<file path="src/rtl/memory_stage_pkg.sv">
// Shared types and helpers for the MEM pipeline stage and its load/store aligner.
package memory_stage_pkg;

  typedef enum logic [1:0] {
    MT_BYTE  = 2'b00,
    MT_HALF  = 2'b01,
    MT_WORD  = 2'b10,
    MT_DWORD = 2'b11
  } mem_type_e;

  typedef enum logic {
    S_IDLE   = 1'b0,
    S_ACCESS = 1'b1
  } state_e;

  // Number of address bits that select a byte within one data word.
  function automatic int off_width(input int data_width);
    return $clog2(data_width / 8);
  endfunction

endpackage

</file>
<file path="src/rtl/load_store_align.sv">
// Combinational lane logic: byte enables and store replication on one side,
// load lane extraction and sign/zero extension on the other.
module load_store_align
  import memory_stage_pkg::*;
#(
  parameter  int DATA_WIDTH = 32,
  localparam int NB         = DATA_WIDTH / 8,
  localparam int OW         = off_width(DATA_WIDTH)
) (
  input  mem_type_e             st_type,
  input  logic [OW-1:0]         st_off,
  input  logic [DATA_WIDTH-1:0] wdata,
  output logic [NB-1:0]         be,
  output logic [DATA_WIDTH-1:0] wdata_rep,
  input  mem_type_e             ld_type,
  input  logic [OW-1:0]         ld_off,
  input  logic                  ld_sign,
  input  logic [DATA_WIDTH-1:0] rdata,
  output logic [DATA_WIDTH-1:0] ld_data
);

  logic [DATA_WIDTH-1:0] lane_s;

  assign lane_s = rdata >> {ld_off, 3'b000};

  // Store side: byte enables and lane-replicated write data.
  always_comb begin
    be        = '0;
    wdata_rep = '0;
    case (st_type)
      MT_BYTE: begin
        be        = NB'(1'b1) << st_off;
        wdata_rep = {NB{wdata[7:0]}};
      end
      MT_HALF: begin
        be        = NB'(2'b11) << st_off;
        wdata_rep = {(NB/2){wdata[15:0]}};
      end
      MT_WORD: begin
        be        = NB'(4'hF) << st_off;
        wdata_rep = {(NB/4){wdata[31:0]}};
      end
      MT_DWORD: begin
        be        = '1;
        wdata_rep = wdata;
      end
      default: begin
        be        = '0;
        wdata_rep = '0;
      end
    endcase
  end

  // Load side: the selected lane is already at bit 0; only extension remains.
  always_comb begin
    ld_data = lane_s;
    case (ld_type)
      MT_BYTE: begin
        if (ld_sign) ld_data = DATA_WIDTH'($signed(lane_s[7:0]));
        else         ld_data = DATA_WIDTH'(lane_s[7:0]);
      end
      MT_HALF: begin
        if (ld_sign) ld_data = DATA_WIDTH'($signed(lane_s[15:0]));
        else         ld_data = DATA_WIDTH'(lane_s[15:0]);
      end
      MT_WORD: begin
        if (ld_sign) ld_data = DATA_WIDTH'($signed(lane_s[31:0]));
        else         ld_data = DATA_WIDTH'(lane_s[31:0]);
      end
      MT_DWORD: ld_data = lane_s;
      default:  ld_data = lane_s;
    endcase
  end

endmodule

</file>
<file path="src/rtl/memory_stage.sv">
// MEM pipeline stage: req/ready data-memory access with upstream stall,
// misalignment detection and the MEM/WB register.
module memory_stage
  import memory_stage_pkg::*;
#(
  parameter int DATA_WIDTH     = 32,
  parameter int ADDR_WIDTH     = 32,
  parameter int REG_ADDR_WIDTH = 5
) (
  input  logic                      clk,
  input  logic                      rst,
  input  logic                      valid_i,
  input  logic                      MemRead_i,
  input  logic                      MemWrite_i,
  input  logic [1:0]                MemType_i,
  input  logic                      MemSign_i,
  input  logic                      RegWrite_i,
  input  logic [DATA_WIDTH-1:0]     ALUResultM_i,
  input  logic [DATA_WIDTH-1:0]     WriteDataM_i,
  input  logic [DATA_WIDTH-1:0]     PCPlus4M_i,
  input  logic [REG_ADDR_WIDTH-1:0] RdM_i,
  output logic                      stall_o,
  output logic                      mem_req_o,
  output logic                      mem_we_o,
  output logic [ADDR_WIDTH-1:0]     mem_addr_o,
  output logic [DATA_WIDTH/8-1:0]   mem_be_o,
  output logic [DATA_WIDTH-1:0]     mem_wdata_o,
  input  logic                      mem_ready_i,
  input  logic [DATA_WIDTH-1:0]     mem_rdata_i,
  output logic                      valid_o,
  output logic                      RegWriteW_o,
  output logic                      misalign_o,
  output logic [DATA_WIDTH-1:0]     ALUResultW_o,
  output logic [DATA_WIDTH-1:0]     ReadDataW_o,
  output logic [DATA_WIDTH-1:0]     PCPlus4W_o,
  output logic [REG_ADDR_WIDTH-1:0] RdW_o
);

  localparam int NB = DATA_WIDTH / 8;
  localparam int OW = off_width(DATA_WIDTH);

  state_e                    state_r, state_next_s;
  mem_type_e                 type_s, type_r;
  logic [OW-1:0]             off_s, off_r;
  logic                      sign_r, store_r, regwrite_r;
  logic [DATA_WIDTH-1:0]     alu_r, pc4_r;
  logic [REG_ADDR_WIDTH-1:0] rd_r;
  logic                      is_mem_s, misalign_s, accept_s, stall_s;
  logic [NB-1:0]             be_s;
  logic [DATA_WIDTH-1:0]     wdata_rep_s, load_data_s;

  assign type_s   = mem_type_e'(MemType_i);
  assign off_s    = ALUResultM_i[OW-1:0];
  assign is_mem_s = MemRead_i | MemWrite_i;
  assign stall_o  = stall_s & ~rst;

  load_store_align #(.DATA_WIDTH(DATA_WIDTH)) u_align (
    .st_type   (type_s),
    .st_off    (off_s),
    .wdata     (WriteDataM_i),
    .be        (be_s),
    .wdata_rep (wdata_rep_s),
    .ld_type   (type_r),
    .ld_off    (off_r),
    .ld_sign   (sign_r),
    .rdata     (mem_rdata_i),
    .ld_data   (load_data_s)
  );

  // Alignment check; a doubleword on a 32-bit datapath is illegal.
  always_comb begin
    misalign_s = 1'b1;
    case (type_s)
      MT_BYTE:  misalign_s = 1'b0;
      MT_HALF:  misalign_s = ALUResultM_i[0];
      MT_WORD:  misalign_s = |ALUResultM_i[1:0];
      MT_DWORD: begin
        if (DATA_WIDTH == 64) misalign_s = |ALUResultM_i[2:0];
        else                  misalign_s = 1'b1;
      end
      default:  misalign_s = 1'b1;
    endcase
  end

  // Next-state and stall decode.
  always_comb begin
    state_next_s = state_r;
    accept_s     = 1'b0;
    stall_s      = 1'b0;
    case (state_r)
      S_IDLE: begin
        if (valid_i && is_mem_s && !misalign_s) begin
          accept_s     = 1'b1;
          stall_s      = 1'b1;
          state_next_s = S_ACCESS;
        end else begin
          state_next_s = S_IDLE;
        end
      end
      S_ACCESS: begin
        stall_s = 1'b1;
        if (mem_ready_i) state_next_s = S_IDLE;
        else             state_next_s = S_ACCESS;
      end
      default: state_next_s = S_IDLE;
    endcase
  end

  // FSM state register.
  always_ff @(posedge clk) begin
    if (rst) state_r <= S_IDLE;
    else     state_r <= state_next_s;
  end

  // Request latch, memory-side outputs and the MEM/WB register.
  always_ff @(posedge clk) begin
    if (rst) begin
      type_r       <= MT_BYTE;
      off_r        <= '0;
      sign_r       <= 1'b0;
      store_r      <= 1'b0;
      regwrite_r   <= 1'b0;
      alu_r        <= '0;
      pc4_r        <= '0;
      rd_r         <= '0;
      mem_req_o    <= 1'b0;
      mem_we_o     <= 1'b0;
      mem_addr_o   <= '0;
      mem_be_o     <= '0;
      mem_wdata_o  <= '0;
      valid_o      <= 1'b0;
      RegWriteW_o  <= 1'b0;
      misalign_o   <= 1'b0;
      ALUResultW_o <= '0;
      ReadDataW_o  <= '0;
      PCPlus4W_o   <= '0;
      RdW_o        <= '0;
    end else begin
      case (state_r)
        S_IDLE: begin
          if (accept_s) begin
            type_r      <= type_s;
            off_r       <= off_s;
            sign_r      <= MemSign_i;
            store_r     <= MemWrite_i;
            regwrite_r  <= RegWrite_i;
            alu_r       <= ALUResultM_i;
            pc4_r       <= PCPlus4M_i;
            rd_r        <= RdM_i;
            mem_req_o   <= 1'b1;
            mem_we_o    <= MemWrite_i;
            mem_addr_o  <= {ALUResultM_i[ADDR_WIDTH-1:OW], {OW{1'b0}}};
            mem_be_o    <= be_s;
            mem_wdata_o <= wdata_rep_s;
            valid_o     <= 1'b0;
            RegWriteW_o <= 1'b0;
            misalign_o  <= 1'b0;
          end else begin
            // Non-memory, misaligned or empty slot passes straight to WB.
            valid_o      <= valid_i;
            misalign_o   <= valid_i & is_mem_s & misalign_s;
            RegWriteW_o  <= valid_i & RegWrite_i & ~(is_mem_s & misalign_s);
            ALUResultW_o <= ALUResultM_i;
            ReadDataW_o  <= '0;
            PCPlus4W_o   <= PCPlus4M_i;
            RdW_o        <= RdM_i;
          end
        end
        S_ACCESS: begin
          if (mem_ready_i) begin
            mem_req_o    <= 1'b0;
            mem_we_o     <= 1'b0;
            mem_addr_o   <= '0;
            mem_be_o     <= '0;
            mem_wdata_o  <= '0;
            valid_o      <= 1'b1;
            misalign_o   <= 1'b0;
            RegWriteW_o  <= regwrite_r & ~store_r;
            ALUResultW_o <= alu_r;
            ReadDataW_o  <= store_r ? '0 : load_data_s;
            PCPlus4W_o   <= pc4_r;
            RdW_o        <= rd_r;
          end else begin
            valid_o     <= 1'b0;
            RegWriteW_o <= 1'b0;
            misalign_o  <= 1'b0;
          end
        end
        default: begin
          valid_o     <= 1'b0;
          RegWriteW_o <= 1'b0;
          misalign_o  <= 1'b0;
        end
      endcase
    end
  end

endmodule

</file>
<file path="config.mk">
export PLATFORM = sky130hd
export DESIGN_NAME = memory_stage
export DESIGN_NICKNAME = d
export VERILOG_FILES = /design/src/rtl/memory_stage_pkg.sv /design/src/rtl/load_store_align.sv /design/src/rtl/memory_stage.sv
export SDC_FILE = /design/constraint.sdc
export NUM_CORES = 1
export LEC_CHECK = 0
export CAP_MARGIN = 30
export CORE_ASPECT_RATIO = 1.1
export CORE_UTILIZATION = 48
export DETAILED_ROUTE_END_ITERATION = 8
export GPL_TIMING_DRIVEN = 0
export PLACE_DENSITY = 0.92
export SLEW_MARGIN = 30
export SYNTH_ARGS = -nofsm -noshare
export SYNTH_HDL_FRONTEND = slang
export SYNTH_SLANG_ARGS = --single-unit
</file>
<file path="constraint.sdc">
create_clock -name clk -period 4.59 [get_ports clk]
set_clock_uncertainty 0.05 [all_clocks]
set_input_delay 0.6885 -clock clk [delete_from_list [all_inputs] [get_ports clk]]
set_output_delay 0.6885 -clock clk [all_outputs]
set_load 0.005 [all_outputs]
</file>
==> results.sh, run 1 <==
export IMPL_status="finished clean"
export IMPL_final_cell_count_no_fill=1843
export IMPL_worstPathArrival_ns=3.69
export IMPL_fin_ws_ns=0.160
export IMPL_h_tree_depth=1
export IMPL_asyncSetResetFlopFracSynth=0
export IMPL_drt_wirelength_per_cell_um=20.9
export IMPL_die_area_mm2=0.0229
export IMPL_ys_ff_latch=247
export IMPL_critPathKind="input pin to output port"
export IMPL_finalSetupViolations=0
export IMPL_synth_warnings=0
export IMPL_hold_buffers=0
export IMPL_p_sw_frac=0.277
export IMPL_yosysTopAreaCell="dfxtp_1"
export IMPL_path_common_cell="clkbuf_1"
export IMPL_groute_usage_overall=0.328
export IMPL_syn_inst=1194
export IMPL_antenna_found_initial=1
export IMPL_pre_cts_ws_ns=0.215
export IMPL_cp_cell_sequence="clkdlybuf4s50_1 > inv_1 > ha_1 > clkbuf_1 > clkbuf_1 > clkbuf_1 > o221ai_1 > a21oi_1 > clkdlybuf4s50_1"
export IMPL_row_count=56
export IMPL_area_growth_pct=40.1
export IMPL_clkSinkCount=247
export IMPL_drt_total_wl_um=38600
export IMPL_num_vias=11300
export IMPL_crit_fanout=10
export IMPL_pin_count=318
export IMPL_tritoncts="done"
export IMPL_use_met3=0.0716
export IMPL_max_freq_ghz=0.226
export IMPL_start_util=0.496
export IMPL_nFillCells=1656
export IMPL_synthesis_area_mm2=0.0107
export IMPL_cts_buffer_depth=3
export IMPL_power_uw=5500
export IMPL_placed_area_mm2=0.0142
export IMPL_place_gp_congestion=0.926
export IMPL_detail_route_first_pass_iterations=5
export IMPL_critPathLaunchType="input pin"
export IMPL_postCtsSetupRepairBufs=0
export IMPL_drtAntennaViolNets=0
export IMPL_multiInputGateArea_mm2=0.00492
export IMPL_use_met1=0.389
export IMPL_vias_per_cell=6.11
export IMPL_grt_pass1_vias=11100
export IMPL_ir_drop_v=0.000302
export IMPL_intPower_uw=3980
export IMPL_use_met2=0.566
export IMPL_synth_area_leaders="dfxtp_1, mux2i_1, nand2_1"
export IMPL_synth_common_cells="dfxtp_1, nand2_1, clkbuf_1, nor2_1, mux2i_1"
export IMPL_endpoint_kind="output port"
export IMPL_cts_buffers=25
export IMPL_dp_hpwl_um=28200
export IMPL_maxSlewHeadroom=0.400
export IMPL_tightest_slew_ns=0.894
export IMPL_worst_path_largest_cell_delay_ns=0.61
export IMPL_path_clk_slew_ns=0.06
export IMPL_synth_edf_count=0
export IMPL_drive_gt1_frac=0.0567
export IMPL_dp_cells=1798
export IMPL_fin_crit_ns=4.43
export IMPL_pwr_share_seq=0.438
export IMPL_cts_root_buf="clkbuf_16"
export IMPL_postLayoutCellArea_mm2=0.0150
export IMPL_grt_ovfl_total=0
export IMPL_pwr_share_clk=0.360
export IMPL_die_h_um=159
export IMPL_pwr_share_comb=0.202
export IMPL_yosysSeqAreaShare=0.462
export IMPL_p_leak_uw=0.00548
export IMPL_drtIter0Drc=1040
export IMPL_netlist_area_leader_share=0.462
export IMPL_finalNetCount=1682
export IMPL_tns_ns=0
export IMPL_grt_start_max_net_pins=15
export IMPL_yosys_cell_types_count=51
export IMPL_drc=0
export IMPL_cp_data_required_time_ns=3.85
export IMPL_avgSynthCellArea_um2=8.97
export IMPL_synth_most_common_cell="dfxtp_1"
export IMPL_cpMaxStageDelayCell="clkdlybuf4s50_1"
export IMPL_min_from="pc4_r[21]"
export IMPL_hp_class="flip-flop to flip-flop"
export IMPL_startpoint="MemType_i[1]"
export IMPL_final_hold_violation_count=0
export IMPL_power_switching_uw=1530
export IMPL_rsz0062_at_grt="no"
export IMPL_die_x_um=144
export IMPL_grt_busiest_layer="met2"
export IMPL_r2r_start="state_r"
export IMPL_finalCritPeriodShare=0.965
export IMPL_power_density_mw_per_mm2=367
export IMPL_cts_resized=0
export IMPL_numPortBuffers=313
export IMPL_slew_violations=0
export IMPL_core_area_mm2=0.0216
export IMPL_grt_pass1_wl_um=58800
export IMPL_drv_cap=0
export IMPL_insertion_delay_ns=0.52
export IMPL_seqCellArea_mm2=0.00494
export IMPL_ys_flop_type="dfxtp_1"
## layout make-up
cell class	count	area share
Inverter	74	0.0185
Sequential cell	247	0.330
Clock inverter	8	0.00334
Multi-Input combinational cell	750	0.328
Timing Repair Buffer	313	0.209
Antenna cell	1	0.000167
Buffer	124	0.0377
Clock buffer	36	0.0491
Tap cell	290	0.0242
## placed cells by master, fill, tap and decap left out, types with 3 or more instances in the layout
| master | n |
|---|---|
| buf_1 | 3 |
| nor3_1 | 3 |
| buf_4 | 13 |
| nand2_1 | 162 |
| dfxtp_1 | 247 |
| mux2i_1 | 74 |
| o22a_1 | 69 |
| clkdlybuf4s50_1 | 313 |
| clkbuf_16 | 25 |
| o211ai_1 | 29 |
| o31ai_1 | 31 |
| a22o_1 | 9 |
| inv_1 | 72 |
| nand3_1 | 11 |
| a21oi_1 | 28 |
| o21ai_0 | 54 |
| nor2_1 | 81 |
| o2bb2ai_1 | 17 |
| a311oi_1 | 69 |
| clkinvlp_4 | 4 |
| a21o_1 | 3 |
| buf_2 | 23 |
| nor2b_1 | 3 |
| ha_1 | 4 |
| buf_6 | 3 |
| clkbuf_8 | 7 |
| and2_1 | 8 |
| a221oi_1 | 25 |
| a211oi_1 | 3 |
| a32o_1 | 10 |
| o22ai_1 | 25 |
| clkinv_2 | 4 |
| nand2b_1 | 3 |
| clkbuf_1 | 86 |
## layer usage
layer  share of wire  vias up  routed length [um]
met5               0        -                   0
met4           0.045        0                1720
met3            0.10      139                3930
met2            0.48      698               18600
met1            0.37     5395               14400
li1                -     5026                   -
## flip-flops by register name (all words and copies together) (netlist names), 2 cells and up
name and count:
ALUResultW_o 32, alu_r 31, ReadDataW_o 32, type_r 2
mem_addr_o 30, mem_be_o 4, rd_r 5, mem_wdata_o 32
RdW_o 5, PCPlus4W_o 32, pc4_r 32
## stage by stage
step | utilization | hold slack [ns]
final | 0.695 | 0.408
after global routing | 0.695 | 0.427
after CTS | 0.695 | 0.411
after detailed placement | 0.658 | 0.402
after global placement | 0.658 | 0.392
after floorplan | - | 0.384
## power by group through the flow
stage                     logic (uW)  registers [uW]  clock network (uW)
after detailed placement        1090            2450                   0
after floorplan                  502            2440                   0
final                           1110            2410                1980
after CTS                       1100            2410                1990
after global routing            1190            2420                2080
after global placement          1060            2440                   0
## critical path: cells and delay by family
family	cells	cell delay, ns
AOI/OAI and AO/OA	2	0.43
adders and majority gates	1	0.15
buffers and inverters	6	2.42
## kinds of logic (layout without fill, tap and decap cells)
kind of cell    count (synthesis)  after routing  share of synthesized area
compound gates                387            387                      0.276
fa+ha+maj                       4              4                    0.00467
buf+inv                       198            555                     0.0787
flops                         247            247                      0.462
mux                            76             76                     0.0723
other cells                     1              3                   0.000350
simple gates                  281            281                      0.106
## final timing paths
kind	to	slack [ns]	cells after the start
setup reg to reg	ReadDataW_o[22]	2.12	7
hold / removal	pc4_r[21]	0.41	2
setup / recovery	stall_o	0.16	9
hold reg to reg	pc4_r[21]	0.41	2
Power figures use the tool's default switching activity.
==> run 2: changes to the inputs <==
--- a/config.mk
+++ b/config.mk
@@ -7,10 +7,12 @@
 export LEC_CHECK = 0
 export CAP_MARGIN = 30
 export CORE_ASPECT_RATIO = 1.1
-export CORE_UTILIZATION = 48
+export CORE_MARGIN = 2
+export CORE_UTILIZATION = 40
 export DETAILED_ROUTE_END_ITERATION = 8
+export GPL_ROUTABILITY_DRIVEN = 0
 export GPL_TIMING_DRIVEN = 0
-export PLACE_DENSITY = 0.92
+export PLACE_DENSITY = 0.81
 export SLEW_MARGIN = 30
 export SYNTH_ARGS = -nofsm -noshare
 export SYNTH_HDL_FRONTEND = slang
==> results.sh, run 2 (synthesized netlist as in run 1, its figures left out) <==
export IMPL_status="finished clean"
export IMPL_finalNetCount=1684
export IMPL_critPathLaunchType="input pin"
export IMPL_clkSinkCount=247
export IMPL_grt_pass1_wl_um=59400
export IMPL_final_common_cell="clkdlybuf4s50_1"
export IMPL_intPower_uw=4090
export IMPL_start_util=0.408
export IMPL_finalCritPeriodShare=0.946
export IMPL_worstPathArrival_ns=3.60
export IMPL_p_leak_uw=0.00552
export IMPL_whs_path_depth=2
export IMPL_grt_pass1_vias=10800
export IMPL_whs_endpoint="rd_r[3]"
export IMPL_critPathKind="input pin to output port"
export IMPL_pwr_share_seq=0.428
export IMPL_path_common_cell="clkbuf_1"
export IMPL_rsz0062_at_grt="no"
export IMPL_pwr_share_comb=0.198
export IMPL_rrSetupSlack_ns=2.08
export IMPL_power_switching_uw=1520
export IMPL_hold_worst_slack_ns=0.407
export IMPL_p_sw_frac=0.271
export IMPL_hold_buffers=0
export IMPL_drtAntennaViolNets=0
export IMPL_groute_usage_overall=0.262
export IMPL_row_count=62
export IMPL_final_util=0.577
export IMPL_numPortBuffers=313
export IMPL_drtIter0Drc=992
export IMPL_postCtsSetupRepairBufs=0
export IMPL_cp_cell_sequence="clkdlybuf4s50_1 > inv_1 > ha_1 > clkbuf_1 > clkbuf_1 > clkbuf_1 > o221ai_1 > a21oi_1 > clkdlybuf4s50_1"
export IMPL_vias_per_cell=5.76
export IMPL_die_area_mm2=0.0281
export IMPL_die_h_um=176
export IMPL_insertion_delay_ns=0.52
export IMPL_cts_buffers=27
export IMPL_ir_drop_v=0.000320
export IMPL_hp_class="flip-flop to flip-flop"
export IMPL_pwr_share_clk=0.374
export IMPL_drv_cap=0
export IMPL_maxSlewHeadroom=0.350
export IMPL_crit_fanout=10
export IMPL_drive_gt1_frac=0.0573
export IMPL_crit_family="buffers and inverters"
export IMPL_final_hold_violation_count=0
export IMPL_drt_wirelength_per_cell_um=20.2
export IMPL_r2r_start="state_r"
export IMPL_drt_total_wl_um=38500
export IMPL_tns_ns=0
export IMPL_core_area_mm2=0.0262
export IMPL_antenna_found_initial=0
export IMPL_path_clk_slew_ns=0.06
export IMPL_power_density_mw_per_mm2=371
export IMPL_die_x_um=160
export IMPL_final_cell_mix="clkdlybuf4s50_1, dfxtp_1, nand2_1, clkbuf_1, nor2_1"
export IMPL_path_buf_inv=6
export IMPL_h_tree_depth=1
export IMPL_cpMaxStageDelayCell="clkdlybuf4s50_1"
export IMPL_tightest_slew_ns=0.971
export IMPL_fin_crit_ns=4.34
export IMPL_postLayoutCellArea_mm2=0.0151
export IMPL_reg2reg_depth=6
export IMPL_num_antenna_cells=0
export IMPL_finalSetupViolations=0
export IMPL_dp_hpwl_um=28800
export IMPL_drc=0
export IMPL_grt_start_max_net_pins=14
export IMPL_min_from="rd_r[3]"
export IMPL_pin_count=318
export IMPL_area_growth_pct=41.4
export IMPL_cts_resized=0
export IMPL_cts_buffer_depth=3
export IMPL_cp_data_required_time_ns=3.85
export IMPL_worst_path_largest_cell_delay_ns=0.58
export IMPL_startpoint="MemType_i[1]"
export IMPL_detail_route_first_pass_iterations=5
export IMPL_placed_area_mm2=0.0143
export IMPL_endpoint_kind="output port"
export IMPL_tritoncts="done"
export IMPL_num_vias=11000
export IMPL_max_freq_ghz=0.230
export IMPL_grt_ovfl_total=0
export IMPL_slew_violations=0
export IMPL_regToRegEndpoint="RdW_o[4]"
export IMPL_cts_root_buf="clkbuf_16"
[run 2: cell types whose count changed in the layout (fill, tap and decap cells not counted), sizes merged]
cell      change
bufinv        +1
clkbuf        +2
clkinvlp      -2
diode         -1
inv           +1
[run 2: worst max-delay path by stage]
| stage | to | cells after the start |
|---|---|---|
| floorplan | stall_o | 7 |
| global placement | stall_o | 9 |
| detailed placement | stall_o | 9 |
| CTS | stall_o | 9 |
| global route | stall_o | 9 |
| finish | stall_o | 9 |
[run 2: worst min-delay path, delay by kind of cell, from the launching register on]
kind	cells	cell delay (ns)
mux	1	0.05
flops	1	0.31
simple gates	1	0.05
[run 2: per-layer routing]
metal | part of all wire | track usage
met1 | 0.40 | 0.321
met2 | 0.48 | 0.455
met3 | 0.085 | 0.0538
met4 | 0.040 | 0.0991
met5 | 0 | 0
[run 2: cell type report]
cell class,instances,area [um2]
buffer,124,566
clock buffer,38,777
clock inverter,8,76.3
fill,2306,11100
inverter,74,278
multi-input combinational,750,4920
sequential,247,4940
tap,352,440
timing repair buffer,313,3130
[run 2: stage by stage]
stage	power, uW	setup WS, ns	std cells
floorplan	2950	1.90	1195
global placement	3520	0.381	1860
detailed placement	3540	0.319	1860
CTS	5630	0.287	1906
global route	5830	0.0990	1906
finish	5610	0.248	1906
[run 2: power by group through the flow]
stage	clock (uW)	sequential, uW	combinational [uW]
after floorplan	0	2440	502
after global placement	0	2440	1070
after detailed placement	0	2450	1090
after CTS	2120	2400	1100
after global routing	2220	2420	1190
final	2100	2400	1110
